## src/rtl/imm_encoder_if.sv

```systemverilog
// Request/response bundle for imm_encoder: a valid/ready request carrying a
// memory or branch offset plus register fields, and a valid/ready response
// carrying the encoded RV64 instruction word.
interface imm_encoder_if #(
  parameter int unsigned N = 64
);
  logic         in_valid;
  logic         in_ready;
  logic [1:0]   in_kind;
  logic [N-1:0] in_imm;
  logic [4:0]   in_rs1;
  logic [4:0]   in_rs2;
  logic [4:0]   in_rd;
  logic         out_valid;
  logic         out_ready;
  logic [31:0]  out_inst;
  logic         out_err;

  // Request producer / response consumer side
  modport master (
    output in_valid, in_kind, in_imm, in_rs1, in_rs2, in_rd, out_ready,
    input  in_ready, out_valid, out_inst, out_err
  );

  // Encoder side
  modport slave (
    input  in_valid, in_kind, in_imm, in_rs1, in_rs2, in_rd, out_ready,
    output in_ready, out_valid, out_inst, out_err
  );
endinterface

```

## src/rtl/imm_encoder.sv

```systemverilog
// Two-stage immediate encoder: S1 captures an accepted request, S2 holds the
// encoded ld/sd/beq word (or a NOP flagged with out_err when the offset does
// not fit the format or the kind is reserved) and presents it downstream.
module imm_encoder #(
  parameter int unsigned N = 64
) (
  input  logic        clk,
  input  logic        rst_n,
  imm_encoder_if.slave bus,
  output logic [15:0] err_count
);

  typedef enum logic [1:0] {
    KIND_LD  = 2'b00,
    KIND_SD  = 2'b01,
    KIND_BEQ = 2'b10,
    KIND_RSV = 2'b11
  } kind_e;

  localparam logic [31:0] NOP_INST = 32'h0000_0013;

  logic         s1_valid;
  kind_e        s1_kind;
  logic [N-1:0] s1_imm;
  logic [4:0]   s1_rs1;
  logic [4:0]   s1_rs2;
  logic [4:0]   s1_rd;

  logic         s2_valid;
  logic [31:0]  s2_inst;
  logic         s2_err;

  logic         s2_load;
  logic         s1_load;
  logic         fits12;
  logic         fits13;
  logic [31:0]  enc_inst;
  logic         enc_err;

  assign s2_load      = !s2_valid || bus.out_ready;
  assign s1_load      = !s1_valid || s2_load;
  assign bus.in_ready = s1_load;

  assign bus.out_valid = s2_valid;
  assign bus.out_inst  = s2_inst;
  assign bus.out_err   = s2_err;

  // Offset fits when all bits above the format's sign bit replicate it
  assign fits12 = (&s1_imm[N-1:11]) | ~(|s1_imm[N-1:11]);
  assign fits13 = (&s1_imm[N-1:12]) | ~(|s1_imm[N-1:12]);

  // S1: capture the request whenever the slot is free or draining forward
  always_ff @(posedge clk or negedge rst_n) begin
    if (!rst_n) begin
      s1_valid <= 1'b0;
      s1_kind  <= KIND_LD;
      s1_imm   <= '0;
      s1_rs1   <= '0;
      s1_rs2   <= '0;
      s1_rd    <= '0;
    end else if (s1_load) begin
      s1_valid <= bus.in_valid;
      if (bus.in_valid) begin
        s1_kind <= kind_e'(bus.in_kind);
        s1_imm  <= bus.in_imm;
        s1_rs1  <= bus.in_rs1;
        s1_rs2  <= bus.in_rs2;
        s1_rd   <= bus.in_rd;
      end
    end
  end

  // Encode the S1 request; anything unencodable becomes a flagged NOP
  always_comb begin
    enc_inst = NOP_INST;
    enc_err  = 1'b1;
    unique case (s1_kind)
      KIND_LD: begin
        if (fits12) begin
          enc_inst = {s1_imm[11:0], s1_rs1, 3'b011, s1_rd, 7'b0000011};
          enc_err  = 1'b0;
        end
      end
      KIND_SD: begin
        if (fits12) begin
          enc_inst = {s1_imm[11:5], s1_rs2, s1_rs1, 3'b011, s1_imm[4:0], 7'b0100011};
          enc_err  = 1'b0;
        end
      end
      KIND_BEQ: begin
        if (fits13 && !s1_imm[0]) begin
          enc_inst = {s1_imm[12], s1_imm[10:5], s1_rs2, s1_rs1, 3'b000,
                      s1_imm[4:1], s1_imm[11], 7'b1100011};
          enc_err  = 1'b0;
        end
      end
      KIND_RSV: begin
        enc_inst = NOP_INST;
        enc_err  = 1'b1;
      end
      default: begin
        enc_inst = NOP_INST;
        enc_err  = 1'b1;
      end
    endcase
  end

  // S2: output register, frozen while the consumer stalls
  always_ff @(posedge clk or negedge rst_n) begin
    if (!rst_n) begin
      s2_valid <= 1'b0;
      s2_inst  <= '0;
      s2_err   <= 1'b0;
    end else if (s2_load) begin
      s2_valid <= s1_valid;
      if (s1_valid) begin
        s2_inst <= enc_inst;
        s2_err  <= enc_err;
      end
    end
  end

  // Saturating count of error words actually handed downstream
  always_ff @(posedge clk or negedge rst_n) begin
    if (!rst_n) begin
      err_count <= '0;
    end else if (s2_valid && bus.out_ready && s2_err && (err_count != '1)) begin
      err_count <= err_count + 16'd1;
    end
  end

endmodule

```

## src/flat_wrapper.sv

```systemverilog
// flat-port wrapper written by rule: the top's interface ports become plain ports
module imm_encoder_flat 
#(
  parameter int unsigned N = 64
)
  (clk, rst_n, err_count, bus_in_valid, bus_in_kind, bus_in_imm, bus_in_rs1, bus_in_rs2, bus_in_rd, bus_out_ready, bus_in_ready, bus_out_valid, bus_out_inst, bus_out_err);
  imm_encoder_if #(.N(N)) bus_i ();
  input  logic clk;
  input  logic rst_n;
  output logic [15:0] err_count;
  input wire logic [$bits(bus_i.in_valid)-1:0] bus_in_valid;
  input wire logic [$bits(bus_i.in_kind)-1:0] bus_in_kind;
  input wire logic [$bits(bus_i.in_imm)-1:0] bus_in_imm;
  input wire logic [$bits(bus_i.in_rs1)-1:0] bus_in_rs1;
  input wire logic [$bits(bus_i.in_rs2)-1:0] bus_in_rs2;
  input wire logic [$bits(bus_i.in_rd)-1:0] bus_in_rd;
  input wire logic [$bits(bus_i.out_ready)-1:0] bus_out_ready;
  output wire logic [$bits(bus_i.in_ready)-1:0] bus_in_ready;
  output wire logic [$bits(bus_i.out_valid)-1:0] bus_out_valid;
  output wire logic [$bits(bus_i.out_inst)-1:0] bus_out_inst;
  output wire logic [$bits(bus_i.out_err)-1:0] bus_out_err;
  assign bus_i.in_valid = bus_in_valid;
  assign bus_i.in_kind = bus_in_kind;
  assign bus_i.in_imm = bus_in_imm;
  assign bus_i.in_rs1 = bus_in_rs1;
  assign bus_i.in_rs2 = bus_in_rs2;
  assign bus_i.in_rd = bus_in_rd;
  assign bus_i.out_ready = bus_out_ready;
  assign bus_in_ready = bus_i.in_ready;
  assign bus_out_valid = bus_i.out_valid;
  assign bus_out_inst = bus_i.out_inst;
  assign bus_out_err = bus_i.out_err;
  imm_encoder #(.N(N)) u_core (.clk(clk), .rst_n(rst_n), .bus(bus_i), .err_count(err_count));
endmodule
```

## config.mk

```make
export PLATFORM = sky130hd
export DESIGN_NAME = imm_encoder_flat
export DESIGN_NICKNAME = d
export VERILOG_FILES = /design/src/rtl/imm_encoder_if.sv /design/src/rtl/imm_encoder.sv /design/src/flat_wrapper.sv
export SDC_FILE = /design/constraint.sdc
export NUM_CORES = 1
export LEC_CHECK = 0
export CORE_MARGIN = 2
export CORE_UTILIZATION = 50
export CTS_BUF_LIST = sky130_fd_sc_hd__clkbuf_4 sky130_fd_sc_hd__clkbuf_8 sky130_fd_sc_hd__clkbuf_16
export DETAILED_ROUTE_END_ITERATION = 16
export GPL_ROUTABILITY_DRIVEN = 0
export GPL_TIMING_DRIVEN = 0
export PLACE_DENSITY = 0.82
export SLEW_MARGIN = 25
export SYNTH_ARGS = -nofsm -noshare
export SYNTH_HDL_FRONTEND = slang
export SYNTH_SLANG_ARGS = --single-unit
```

## constraint.sdc

```tcl
create_clock -name clk -period 6.8 [get_ports clk]
set_clock_uncertainty 0.15 [all_clocks]
set_input_delay 0.68 -clock clk [delete_from_list [all_inputs] [get_ports clk]]
set_output_delay 0.68 -clock clk [all_outputs]
set_load 0.05 [all_outputs]
```

==> results.json <==
{
  "run_status": "complete, no violations",
  "regToRegEndpoint": "u_core.bus.out_inst[20]",
  "path_max_fanout": 4,
  "area_growth_pct": 39.8,
  "yosys_warnings": 0,
  "syn_inst": 391,
  "grt_pass1_wl_um": 19500,
  "p_per_area_mw_per_mm2": 287,
  "fin_util_pct": 71.4,
  "wirelength_um": 11900,
  "antenna_found_initial": 0,
  "grt_overflow": 0,
  "setup_viol": 0,
  "cts.path.max_buffers": 2,
  "cts_tree": "built",
  "ctsRootBufferMaster": "clkbuf_8",
  "cts_buffers": 17,
  "crit_arrival_ps": 2270,
  "io_pins": 136,
  "rsz0062_at_grt": "false",
  "row_count": 37,
  "maxSlewHeadroom_pct": 53.7,
  "timing.fmax_ghz": 0.322,
  "cts.sinks": 127,
  "synthTopCellsByArea": "dfrtp_1 (61%), mux2_2 (18%), nand4_1 (2.8%), a22o_1 (1.8%), nor4_1 (1.8%)",
  "hold_start": "u_core.bus.out_inst[6]",
  "die_h_um": 106,
  "antenna_left": 0,
  "syn_area_mm2": 0.00523,
  "crit_slowest_cell": "clkdlybuf4s50_1",
  "diodes": 0,
  "first_pass_iters": 4,
  "synth.distinct_cells": 36,
  "synth_area_leader_cell": "dfrtp_1",
  "hold-path-endpoint": "u_core.bus.out_inst[6]",
  "period_share_pct": 45.7,
  "synth_ff_type": "dfrtp_1",
  "worstRegToRegCells": 6,
  "clk_latency_ps": 510,
  "crit_top_cell": "clkdlybuf4s50_1",
  "cts_max_level": 4,
  "vdd_drop_max_mv": 0.178,
  "tightest_slew_ps": 695,
  "drv_cap": 0,
  "max_stage_delay_ps": 830,
  "crit_path_cell_trace": "clkdlybuf4s50_1, nand3b_1, clkdlybuf4s50_1",
  "portBuffers": 132,
  "viasPerCell": 5.45,
  "critical_path_class": "input pin to output port",
  "netlist_top_cells_count": "dfrtp_1 (127), mux2_2 (84), nand4_1 (23)",
  "timing_hold_violations_final": 0,
  "post-synth-top-count-cell": "dfrtp_1",
  "fin_crit_ps": 3100,
  "seq_area_frac_synth_pct": 60.8,
  "syn_area_per_cell_um2": 13.4,
  "cp_data_required_time_ps": 5970,
  "vias": 3780,
  "critical_path.top_delay_family": "buffers and inverters",
  "drtIter0Drc": 112,
  "grt_util_all_layers_pct": 22.6,
  "start_util_pct": 51.1,
  "holdPathStages": 2,
  "leakage_nw": 3.06,
  "min_path_type": "flop to flop",
  "die_w_um": 106,
  "drcViolationCount": 0,
  "synth_edf_count": 0,
  "rrSetupSlack_ps": 4090,
  "grt_pass1_vias": 3975,
  "fin_setup_tns_ps": 0,
  "async_flop_share_pct": 100,
  "ys_seq_elements": 127,
  "synth_top_area_share_pct": 60.8,
  "cp-end-kind": "output port",
  "hpwl_um": 8620,
  "drive_gt1_share_pct": 22.6,
  "grt_max_degree": 65,
  "crit_buf_inv": 2,
  "coreArea_mm2": 0.0102,
  "num-nets-final": 632,
  "dieArea_mm2": 0.0113,
  "maxSlewViolCount": 0,
  "cts_resized": 0,
  "path_clk_slew_ps": 50,
  "num-fill-cells": 731,
  "wl_per_cell_um": 17.2,
  "crit_path_start_kind": "input pin",
  "r2r_start": "u_core.s1_imm[51]",
  "postCtsSetupRepairBufs": 0
}
state kept, by name (all words and copies together), names as in the netlist:
| name | flops |
|---|---|
| u_core.s1_rs1 | 5 |
| u_core.bus.out_err | 1 |
| u_core.s1_rs2 | 5 |
| u_core.s1_imm | 64 |
| u_core.err_count | 16 |
| u_core.s1_rd | 5 |
| u_core.bus.out_inst | 27 |
| u_core.s1_kind | 2 |
| u_core.bus.out_valid | 1 |
| u_core.s1_valid | 1 |
worst max-delay path by stage:
stage                    startpoint  cells after the start  slack (ps)                end
5_1_grt               bus_out_ready                      3        3620       bus_in_ready
3_5_place_dp          bus_out_ready                      3        3740       bus_in_ready
4_1_cts               bus_out_ready                      3        3710       bus_in_ready
3_3_place_gp                  rst_n                      1         130  u_core.s1_imm[60]
6_report              bus_out_ready                      3        3700       bus_in_ready
2_1_floorplan  u_core.bus.out_valid                      4        4190   u_core.s1_imm[0]
cell usage in the layout, fill, tap and decap left out, types with 4 or more instances in the layout:
cell / netlist / routed
clkdlybuf4s50_1: 0 / 131
dfrtp_1: 127 / 127
mux2_2: 84 / 84
nand4_1: 23 / 23
nor2_1: 16 / 16
clkbuf_16: 0 / 16
nor4_1: 15 / 15
nand2_1: 13 / 13
inv_1: 12 / 12
clkbuf_1: 11 / 11
a22o_1: 11 / 11
a22oi_1: 9 / 9
o21ai_0: 9 / 9
xnor2_1: 8 / 8
xor2_1: 7 / 7
nand3_1: 6 / 6
buf_4: 6 / 6
clkinv_2: 0 / 5
a21oi_1: 4 / 4
nand2b_1: 4 / 4
clkbuf_8: 0 / 4
through the flow:
step,setup WS (ps),std cells,hold slack (ps),power (mW),area [µm²]
2_1_floorplan,4190,393,234,1.13,5230
3_3_place_gp,130,661,310,1.27,6720
3_5_place_dp,3740,662,322,1.29,6760
4_1_cts,3710,693,335,2.11,7310
5_1_grt,3620,693,357,2.19,7310
6_report,3700,693,328,2.10,7310
cells by family (layout without fill, tap and decap cells):
kind of cell	count (synthesis)	in the layout	share of synthesized area (%)
and+or+nand+nor	93	93	9.82
xor gates and xnor gates	15	15	2.51
adders and majority gates	1	1	0.239
other	1	3	0.0718
AOI/OAI and AO/OA	41	41	5.91
muxes	84	84	18.1
buffers and inverters	29	193	2.51
DFF	127	127	60.8
power by group:
part / switching (mW) / internal [mW] / leakage [nW]
registers: 0.0864 / 0.849 / 1.54
logic: 0.175 / 0.171 / 1.24
clock network: 0.302 / 0.517 / 0.274
repair_timing:
item / 4_1_cts / 5_1_grt
endpoints found under the hold margin: 63 / 0
hold buffers: 1 / 0
endpoints found under the setup margin: 0 / 0
final cells by class:
class | count | area, µm² | share of cell area (%)
clock inverters | 7 | 62.6 | 0.856
flip-flops and latches | 127 | 3180 | 43.5
multi-input cells | 237 | 1920 | 26.3
well taps | 136 | 170 | 2.33
plain buffers | 17 | 86.3 | 1.18
clock buffers | 23 | 478 | 6.54
repair buffers | 134 | 1360 | 18.7
inverters | 12 | 45.0 | 0.616
metal layers:
layer	GRT usage (%)	routed length, µm	vias to the layer above
met5	0	0	-
met4	8.36	164	0
met3	6.87	817	15
met2	38.1	6090	130
met1	27.5	4850	1905
li1	-	-	1730
tightest hold or removal path, delay by kind of cell, from the launching register on:
kind             cells  cell delay (ps)
flip-flops           1              340
AND/OR/NAND/NOR      2              110
Note: power is estimated with default switching activity, not from simulation.
